===== config.mk =====
export PLATFORM = sky130hd
export DESIGN_NAME = aes_io_bridge
export DESIGN_NICKNAME = d
export VERILOG_FILES = /design/src/rtl/aes_bridge_pkg.sv /design/src/rtl/aes_word_reg.sv /design/src/rtl/aes_io_bridge.sv
export SDC_FILE = /design/constraint.sdc
export NUM_CORES = 1
export LEC_CHECK = 0
export BUFFER_PORTS_ARGS = -buffer_cell sky130_fd_sc_hd__buf_2
export CAP_MARGIN = 20
export CORE_AREA = 5 5 176 178
export DETAILED_ROUTE_END_ITERATION = 10
export DIE_AREA = 0 0 181 183
export PLACE_DENSITY_LB_ADDON = 0.2
export SLEW_MARGIN = 40
export SYNTH_ARGS = -nofsm -noshare
export SYNTH_HDL_FRONTEND = slang
export SYNTH_SLANG_ARGS = --single-unit

===== constraint.sdc =====
create_clock -name clk -period 3.7 [get_ports clk]
set_clock_uncertainty 0.15 [all_clocks]
set_input_delay 0.74 -clock clk [delete_from_list [all_inputs] [get_ports clk]]
set_output_delay 0.74 -clock clk [all_outputs]
set_load 0.02 [all_outputs]

===== src/rtl/aes_bridge_pkg.sv =====
// Shared types and geometry for the AES I/O bridge: FSM states and the
// 32-bit word / 128-bit block layout used by the bridge and its word registers.
package aes_bridge_pkg;

    localparam int WORD_W          = 32;
    localparam int WORDS_PER_BLOCK = 4;
    localparam int BLOCK_W         = 128;
    localparam int IDX_W           = 2;

    localparam logic [IDX_W-1:0] LAST_IDX = IDX_W'(WORDS_PER_BLOCK - 1);

    typedef enum logic [2:0] {
        LOAD_KEY,
        LOAD_MSG,
        WAIT_AES,
        UNLOAD,
        RESTART
    } bridge_state_t;

endpackage


===== src/rtl/aes_word_reg.sv =====
// 128-bit block register with 32-bit indexed write/read (index 0 = MSW),
// whole-block load and synchronous clear.
module aes_word_reg
    import aes_bridge_pkg::*;
(
    input  logic                 clk,
    input  logic                 i_clear,
    input  logic                 i_wr_en,
    input  logic [IDX_W-1:0]     i_idx,
    input  logic [WORD_W-1:0]    i_wr_data,
    input  logic                 i_load,
    input  logic [BLOCK_W-1:0]   i_load_data,
    output logic [WORD_W-1:0]    o_rd_data,
    output logic [BLOCK_W-1:0]   o_block
);

    logic [WORDS_PER_BLOCK-1:0][WORD_W-1:0] r_data;
    logic [IDX_W-1:0]                       w_slot;

    // Word index 0 is the most significant slot, so the packed slot is reversed.
    assign w_slot = LAST_IDX - i_idx;

    always_ff @(posedge clk) begin
        if (i_clear) begin
            r_data <= '0;
        end else if (i_load) begin
            r_data <= i_load_data;
        end else if (i_wr_en) begin
            r_data[w_slot] <= i_wr_data;
        end
    end

    assign o_rd_data = r_data[w_slot];
    assign o_block   = r_data;

endmodule


===== src/rtl/aes_io_bridge.sv =====
// Streams a key and a ciphertext block into an AES controller and streams the
// plaintext back out. Optional watchdog enabled by `define AES_BRIDGE_TIMEOUT_EN.
module aes_io_bridge
    import aes_bridge_pkg::*;
#(
    parameter logic [15:0] TIMEOUT_CYCLES = 16'd1024
)
(
    input  logic           clk,
    input  logic           reset_n,
    input  logic           in_valid,
    output logic           in_ready,
    input  logic [31:0]    in_data,
    output logic [127:0]   key,
    output logic [127:0]   msg_en,
    output logic           io_ready,
    input  logic           aes_ready,
    input  logic [127:0]   msg_de,
    output logic           aes_reset_n,
    output logic           out_valid,
    input  logic           out_ready,
    output logic [31:0]    out_data,
    output logic           out_last,
    output logic           timeout_err
);

    bridge_state_t      r_state;
    bridge_state_t      w_next_state;
    logic [IDX_W-1:0]   r_idx;
    logic [IDX_W-1:0]   w_next_idx;
    logic               w_key_wr;
    logic               w_msg_wr;
    logic               w_res_load;
    logic               w_clear;
    logic               w_timeout;
    logic [WORD_W-1:0]  w_unused_key_word;
    logic [WORD_W-1:0]  w_unused_msg_word;
    logic [BLOCK_W-1:0] w_unused_res_block;

    assign w_clear = ~reset_n;

    always_ff @(posedge clk) begin
        if (!reset_n) begin
            r_state <= LOAD_KEY;
            r_idx   <= '0;
        end else begin
            r_state <= w_next_state;
            r_idx   <= w_next_idx;
        end
    end

    always_comb begin
        w_next_state = r_state;
        w_next_idx   = r_idx;
        w_key_wr     = 1'b0;
        w_msg_wr     = 1'b0;
        w_res_load   = 1'b0;
        case (r_state)
            LOAD_KEY: begin
                if (in_valid) begin
                    w_key_wr   = 1'b1;
                    w_next_idx = r_idx + 2'd1;
                    if (r_idx == LAST_IDX) w_next_state = LOAD_MSG;
                end
            end
            LOAD_MSG: begin
                if (in_valid) begin
                    w_msg_wr   = 1'b1;
                    w_next_idx = r_idx + 2'd1;
                    if (r_idx == LAST_IDX) w_next_state = WAIT_AES;
                end
            end
            WAIT_AES: begin
                // A completion on the same cycle as the watchdog expiry wins.
                if (aes_ready) begin
                    w_res_load   = 1'b1;
                    w_next_state = UNLOAD;
                    w_next_idx   = '0;
                end else if (w_timeout) begin
                    w_next_state = RESTART;
                    w_next_idx   = '0;
                end
            end
            UNLOAD: begin
                if (out_ready) begin
                    w_next_idx = r_idx + 2'd1;
                    if (r_idx == LAST_IDX) w_next_state = RESTART;
                end
            end
            RESTART: begin
                w_next_state = LOAD_KEY;
                w_next_idx   = '0;
            end
            default: begin
                w_next_state = LOAD_KEY;
                w_next_idx   = '0;
            end
        endcase
    end

`ifdef AES_BRIDGE_TIMEOUT_EN
    logic [15:0] r_wdog;
    logic        r_timeout_err;

    // Counter sits at zero outside WAIT_AES, so it starts fresh on every entry.
    always_ff @(posedge clk) begin
        if (!reset_n || r_state != WAIT_AES) begin
            r_wdog <= '0;
        end else begin
            r_wdog <= r_wdog + 16'd1;
        end
    end

    assign w_timeout = (r_state == WAIT_AES) && (r_wdog == TIMEOUT_CYCLES - 16'd1);

    always_ff @(posedge clk) begin
        if (!reset_n) begin
            r_timeout_err <= 1'b0;
        end else if (w_timeout && !aes_ready) begin
            r_timeout_err <= 1'b1;
        end
    end

    assign timeout_err = r_timeout_err;
`else
    logic [15:0] w_unused_timeout;

    assign w_unused_timeout = TIMEOUT_CYCLES;
    assign w_timeout        = 1'b0;
    assign timeout_err      = 1'b0;
`endif

    aes_word_reg u_key_reg (
        .clk         (clk),
        .i_clear     (w_clear),
        .i_wr_en     (w_key_wr),
        .i_idx       (r_idx),
        .i_wr_data   (in_data),
        .i_load      (1'b0),
        .i_load_data ('0),
        .o_rd_data   (w_unused_key_word),
        .o_block     (key)
    );

    aes_word_reg u_msg_reg (
        .clk         (clk),
        .i_clear     (w_clear),
        .i_wr_en     (w_msg_wr),
        .i_idx       (r_idx),
        .i_wr_data   (in_data),
        .i_load      (1'b0),
        .i_load_data ('0),
        .o_rd_data   (w_unused_msg_word),
        .o_block     (msg_en)
    );

    aes_word_reg u_res_reg (
        .clk         (clk),
        .i_clear     (w_clear),
        .i_wr_en     (1'b0),
        .i_idx       (r_idx),
        .i_wr_data   ('0),
        .i_load      (w_res_load),
        .i_load_data (msg_de),
        .o_rd_data   (out_data),
        .o_block     (w_unused_res_block)
    );

    assign in_ready    = (r_state == LOAD_KEY) || (r_state == LOAD_MSG);
    assign io_ready    = (r_state == WAIT_AES);
    assign out_valid   = (r_state == UNLOAD);
    assign out_last    = out_valid && (r_idx == LAST_IDX);
    assign aes_reset_n = reset_n && (r_state != RESTART);

endmodule


==> reports/qor.csv, run 1 <==
metric,value,unit
status,finished clean,
cp_data_required_time,2810,ps
endpoint_kind,output pin,
clock_power_share,0.441,
multiInputGateArea,6460,um^2
crit_path_max_fanout,25,
first_pass_iters,5,
fp.coreArea,29200,um^2
synthTopCellsByArea,"dfxtp_1 53%, mux2i_1 17%, nand2_1 11%",
post_cts_buffers,0,
combinationalPowerShare,0.068,
finalWorstSetupSlack,661,ps
synth.largest_area_cell,dfxtp_1,
htreeDepth,2,
fillers,2534,
cts.sink_count,389,
path_type_of_the_worst_min_delay_path,in -> reg,
gr-usage-all-layers,0.250,
synthesis.area,14800,um^2
grt_max_degree,192,
drt_first_iter_violations,861,
grt_overflow,0,
tritoncts,yes,
synth_fp_nets,1698,
power_report.internal_total,0.00671,W
cts_inserted_buffers,40,
clkLatencyLatePin,520,ps
wl_per_cell,18.6,um
drcViolationCount,0,
dieArea,33100,um^2
setup.reg_to_reg.worst_slack,1350,ps
switching_power,0.00202,W
clk_root_buffer_cell,clkbuf_16,
cts.repair.resized,0,
layout_common_cells,"456 x buf_2, 417 x nand2_1, 388 x dfxtp_1, 258 x mux2i_1, 131 x nand3_1",
die_width,181,um
die_h,183,um
critPathArrivalTime,2150,ps
number_of_standard_cell_rows_in_the_floorplan,63,
critical_path_class,reg -> out,
buffer_ports.inserted,457,
ant_nets,0,
place.gp.congestion,0.826,
viasPerCell,5.25,
start_kind,register,
hold_path.startpoint,msg_de[46],
hpwl,30.5,mm
regToRegEndpoint,u_msg_reg.o_block[19]$_SDFFE_PN0P_,
maxCapViolations,0,
vias,12400,
clock.fmax,0.329,GHz
whs_path_depth,3,
place_worst_setup_slack,1170,ps
grt_setup_unrepaired,no,
finalHoldViolCount,0,
power_switching_share,0.232,
power.share.sequential,0.491,
postPlaceCellArea,17300,um^2
ys_seq_area_frac,0.526,
flow.area_growth_from_synthesis,25.7,%
report.power.total,0.00873,W
final.min_clock_period,3040,ps
worst-slew-pin-transition,783,ps
hold_slack,285,ps
instance_count_of_the_mapped_netlist,1529,
setup.worst_path.start,r_idx[0]$_SDFFE_PN0P_,
num_io_pins,459,
grt_pass1_vias,12000,
final-max-slew-violation-count,0,
number_of_warning_messages_in_the_yosys_log,0,
drt-total-wl,43.8,mm
mostFrequentLayoutCell,buf_2,
final_cell_area,18600,um^2
clk_pin_slew_worst_paths,50,ps
power.ir.vdd_worst,0.000343,V
max-clock-path-buffers,3,
netlist-cell-type-count,31,
synth-seq-cells,389,
area.sequential,7790,um^2
grt_antenna_before_repair,14,
num-nets-final,2091,
timing.reg2reg.worst_path_depth,4,
fraction_of_layout_instances_using_a_drive_strength_above_1,0.296,
timing.max_slew.rel_slack,0.478,
cts_hold_repair.buffers,0,
grt_first_pass_wirelength,66.9,mm
cellPowerDensity,469,nW/um^2
worstHoldEndpoint,u_res_reg.o_block[46]$_SDFFE_PN0P_,
leakage,9.48,nW
syn-mean-instance-area,9.69,um^2
final_min_period_over_clock_period,0.821,
setup_tns,0,ps
worst_r2r_startpoint,r_idx[0]$_SDFFE_PN0P_,
floorplan.initialDensity,0.507,
setup_violations,0,
synth.top_cell.area_share,0.526,
## synth_stat cells
library cell    n
nand2_1       423
dfxtp_1       389
mux2i_1       258
nand3_1       131
o21ai_0       113
clkbuf_1       75
buf_2          42
mux4_2         32
o21ai_1        18
buf_4           6
inv_1           6
a21oi_1         5
ha_1            4
buf_1           3
nor3_1          3
a31oi_1         2
and4bb_1        2
mux2_2          2
nand4_1         2
nor2_1          2
a211oi_1        1
a22oi_1         1
and2_1          1
and3_1          1
buf_6           1
conb_1          1
nand2b_1        1
nor2b_1         1
nor4b_2         1
o22ai_1         1
o311ai_0        1
## critical path: stages, from the launching register on
cell     delay [ps]
dfxtp_2         600
buf_12          300
mux4_2          540
buf_2           180
## registers in the layout, summed over array words and instances, names as in the netlist
name and flops:
u_key_reg.o_block 128, u_msg_reg.o_block 128, u_res_reg.o_block 128, r_state 3, r_idx 2
## worst max-delay path by stage
stage	endpoint	slack [ps]
after floorplan	aes_reset_n	940
after global placement	out_data[14]	1210
after detailed placement	out_data[24]	1170
after CTS	out_data[24]	620
after global routing	out_data[26]	530
final	out_data[26]	660
## power groups by stage
stage / logic [W] / clock network, W / registers [W]
finish: 0.000592 / 0.00386 / 0.00429
global route: 0.000634 / 0.00408 / 0.00429
CTS: 0.000595 / 0.00392 / 0.00428
detailed placement: 0.000593 / 0 / 0.00438
global placement: 0.000586 / 0 / 0.00438
floorplan: 0.000278 / 0 / 0.00444
## metal layers
layer  vias to the layer above  GRT usage  share of wire
met3                        93     0.0651          0.070
met5                         -          0        0.00048
met4                         4      0.103          0.041
li1                       5993          -              -
met2                       414      0.417           0.48
met1                      5869      0.310           0.41
## cell families after synthesis
family / count (synthesis) / synth area share
other: 1 / 0.000253
multiplexers: 292 / 0.224
AO/OA/AOI/OAI: 142 / 0.0488
adder cells (fa/ha/maj): 4 / 0.00338
AND/OR/NAND/NOR: 568 / 0.158
buffers and inverters: 133 / 0.0393
flip-flops: 389 / 0.526
## cell type report
| class | count | share of cell area |
|---|---|---|
| clock inverters | 6 | 0.00202 |
| clock buffers | 67 | 0.0657 |
| diodes | 13 | 0.00175 |
| repair buffers | 478 | 0.137 |
| flip-flops and latches | 389 | 0.418 |
| multi-input cells | 1007 | 0.347 |
| inverters | 6 | 0.00121 |
| well taps | 390 | 0.0262 |
## stage by stage
stage / util / instances
6_report: 0.637 / 2356
5_1_grt: 0.636 / 2354
4_1_cts: 0.635 / 2343
3_3_place_gp: 0.592 / 2270
2_1_floorplan: - / 1529
3_5_place_dp: 0.592 / 2270
Note: power is estimated with default switching activity, not from simulation.
==> inputs of run 2 (changes only) <==
--- a/config.mk
+++ b/config.mk
@@ -7,9 +7,9 @@
 export LEC_CHECK = 0
 export BUFFER_PORTS_ARGS = -buffer_cell sky130_fd_sc_hd__buf_2
 export CAP_MARGIN = 20
-export CORE_AREA = 5 5 176 178
+export CORE_AREA = 5 5 146 217
 export DETAILED_ROUTE_END_ITERATION = 10
-export DIE_AREA = 0 0 181 183
+export DIE_AREA = 0 0 151 222
 export PLACE_DENSITY_LB_ADDON = 0.2
 export SLEW_MARGIN = 40
 export SYNTH_ARGS = -nofsm -noshare
==> constraint.sdc (replaced) <==
create_clock -name clk -period 2.8 [get_ports clk]
set_clock_uncertainty 0.15 [all_clocks]
set_input_delay 0.56 -clock clk [delete_from_list [all_inputs] [get_ports clk]]
set_output_delay 0.56 -clock clk [all_outputs]
set_load 0.02 [all_outputs]
==> reports/qor.csv, run 2 (synthesis gave the netlist of run 1 again) <==
metric,value,unit
drcViolationCount,0,
maxCapViolations,0,
setup_tns,0,ps
grt_setup_unrepaired,no,
whs_path_depth,3,
drt_first_iter_violations,646,
clk_pin_slew_worst_paths,60,ps
grt_first_pass_wirelength,66.2,mm
cts.sink_count,389,
timing.max_slew.rel_slack,0.552,
hold_slack,98.5,ps
viasPerCell,5.22,
flow.area_growth_from_synthesis,26.1,%
fp.coreArea,29500,um^2
mostFrequentLayoutCell,buf_2,
buffer_ports.inserted,457,
crit_path_max_fanout,12,
timing.reg2reg.worst_path_depth,5,
leakage,9.52,nW
power.ir.vdd_worst,0.000632,V
tritoncts,yes,
setup.worst_path.start,r_idx[0]$_SDFFE_PN0P_,
clk_root_buffer_cell,clkbuf_16,
worst_r2r_startpoint,r_idx[0]$_SDFFE_PN0P_,
hpwl,31.4,mm
ant_nets,0,
htreeDepth,2,
die_h,222,um
gr-usage-all-layers,0.250,
critPathArrivalTime,1980,ps
cp_data_required_time,2090,ps
clkLatencyLatePin,520,ps
drt-total-wl,43.5,mm
grt_overflow,0,
fillers,2542,
post_cts_buffers,0,
layout_common_cells,"456 x buf_2, 417 x nand2_1, 386 x dfxtp_1, 258 x mux2i_1, 131 x nand3_1",
final-max-slew-violation-count,0,
wl_per_cell,18.5,um
floorplan.initialDensity,0.503,
setup.reg_to_reg.worst_slack,640,ps
num-nets-final,2096,
dieArea,33500,um^2
place_worst_setup_slack,500,ps
finalHoldViolCount,0,
place.gp.congestion,0.829,
grt_pass1_vias,11900,
endpoint_kind,output pin,
regToRegEndpoint,u_key_reg.o_block[14]$_SDFFE_PN0P_,
status,finished clean,
path_type_of_the_worst_min_delay_path,in -> reg,
critical_path_class,reg -> out,
hold_path.startpoint,msg_de[40],
final_min_period_over_clock_period,0.960,
die_width,151,um
vias,12300,
grt_max_degree,141,
grt_antenna_before_repair,4,
fraction_of_layout_instances_using_a_drive_strength_above_1,0.301,
setup_violations,0,
clock.fmax,0.372,GHz
cts_inserted_buffers,37,
final.min_clock_period,2690,ps
finalWorstSetupSlack,111,ps
first_pass_iters,5,
number_of_standard_cell_rows_in_the_floorplan,77,
cellPowerDensity,616,nW/um^2
start_kind,register,
max-clock-path-buffers,3,
worst-slew-pin-transition,672,ps
worstHoldEndpoint,u_res_reg.o_block[40]$_SDFFE_PN0P_,
num_io_pins,459,
==> run 2: cell types whose count changed in the layout (fill, tap and decap cells not counted), sizes merged <==
cell	delta
buf	+8
bufinv	+1
clkbuf	-8
clkinv	-1
clkinvlp	+3
diode	-12
inv	-1
==> run 2: routing by layer <==
metal	up-vias	wire length, um	track usage
met5	-	19	0
met4	4	2110	0.118
met3	105	3620	0.0728
met2	413	21700	0.431
met1	5754	16100	0.278
li1	5985	-	-
==> run 2: worst max-delay path: stages, from the launching register on <==
cell     delay (ps)
dfxtp_4         490
buf_4           260
mux4_2          520
buf_2           170
==> run 2: cell type report <==
type	count	area [um^2]	share of cell area
Antenna cell	1	2.50	0.000134
Clock buffer	59	1160	0.0622
Clock inverter	8	87.6	0.00469
Inverter	6	22.5	0.00121
Multi-Input combinational cell	1007	6460	0.346
Sequential cell	389	7790	0.417
Tap cell	395	494	0.0265
Timing Repair Buffer	486	2650	0.142
==> run 2: repair_timing <==
item,CTS,global route
hold endpoints to repair,0,0
gates resized for setup,2,0
endpoints found under the setup margin,26,0
hold buffers,0,0
==> run 2: power by group <==
group / internal [W] / switching, W / total, W
clock: 0.00295 / 0.00210 / 0.00506
combinational: 0.000286 / 0.000506 / 0.000792
sequential: 0.00561 / 0.0000467 / 0.00566
total: 0.00885 / 0.00266 / 0.0115
==> run 2: how the worst max path moves through the flow <==
stage | end | slack, ps | cells past startpoint
after floorplan | aes_reset_n | 400 | 5
after CTS | out_data[25] | 60 | 3
final | out_data[23] | 110 | 3
after detailed placement | u_key_reg.o_block[34]$_SDFFE_PN0P_ | 500 | 5
after global placement | out_data[23] | 510 | 3
after global routing | out_data[22] | 10 | 3
==> run 2: through the flow <==
stage | instances | util | total power, W | cell area (um^2)
global route | 2351 | 0.634 | 0.0119 | 18700
floorplan | 1529 | - | 0.00623 | 14800
CTS | 2350 | 0.634 | 0.0116 | 18700
global placement | 2283 | 0.591 | 0.00657 | 17400
detailed placement | 2283 | 0.591 | 0.00658 | 17400
finish | 2351 | 0.634 | 0.0115 | 18700
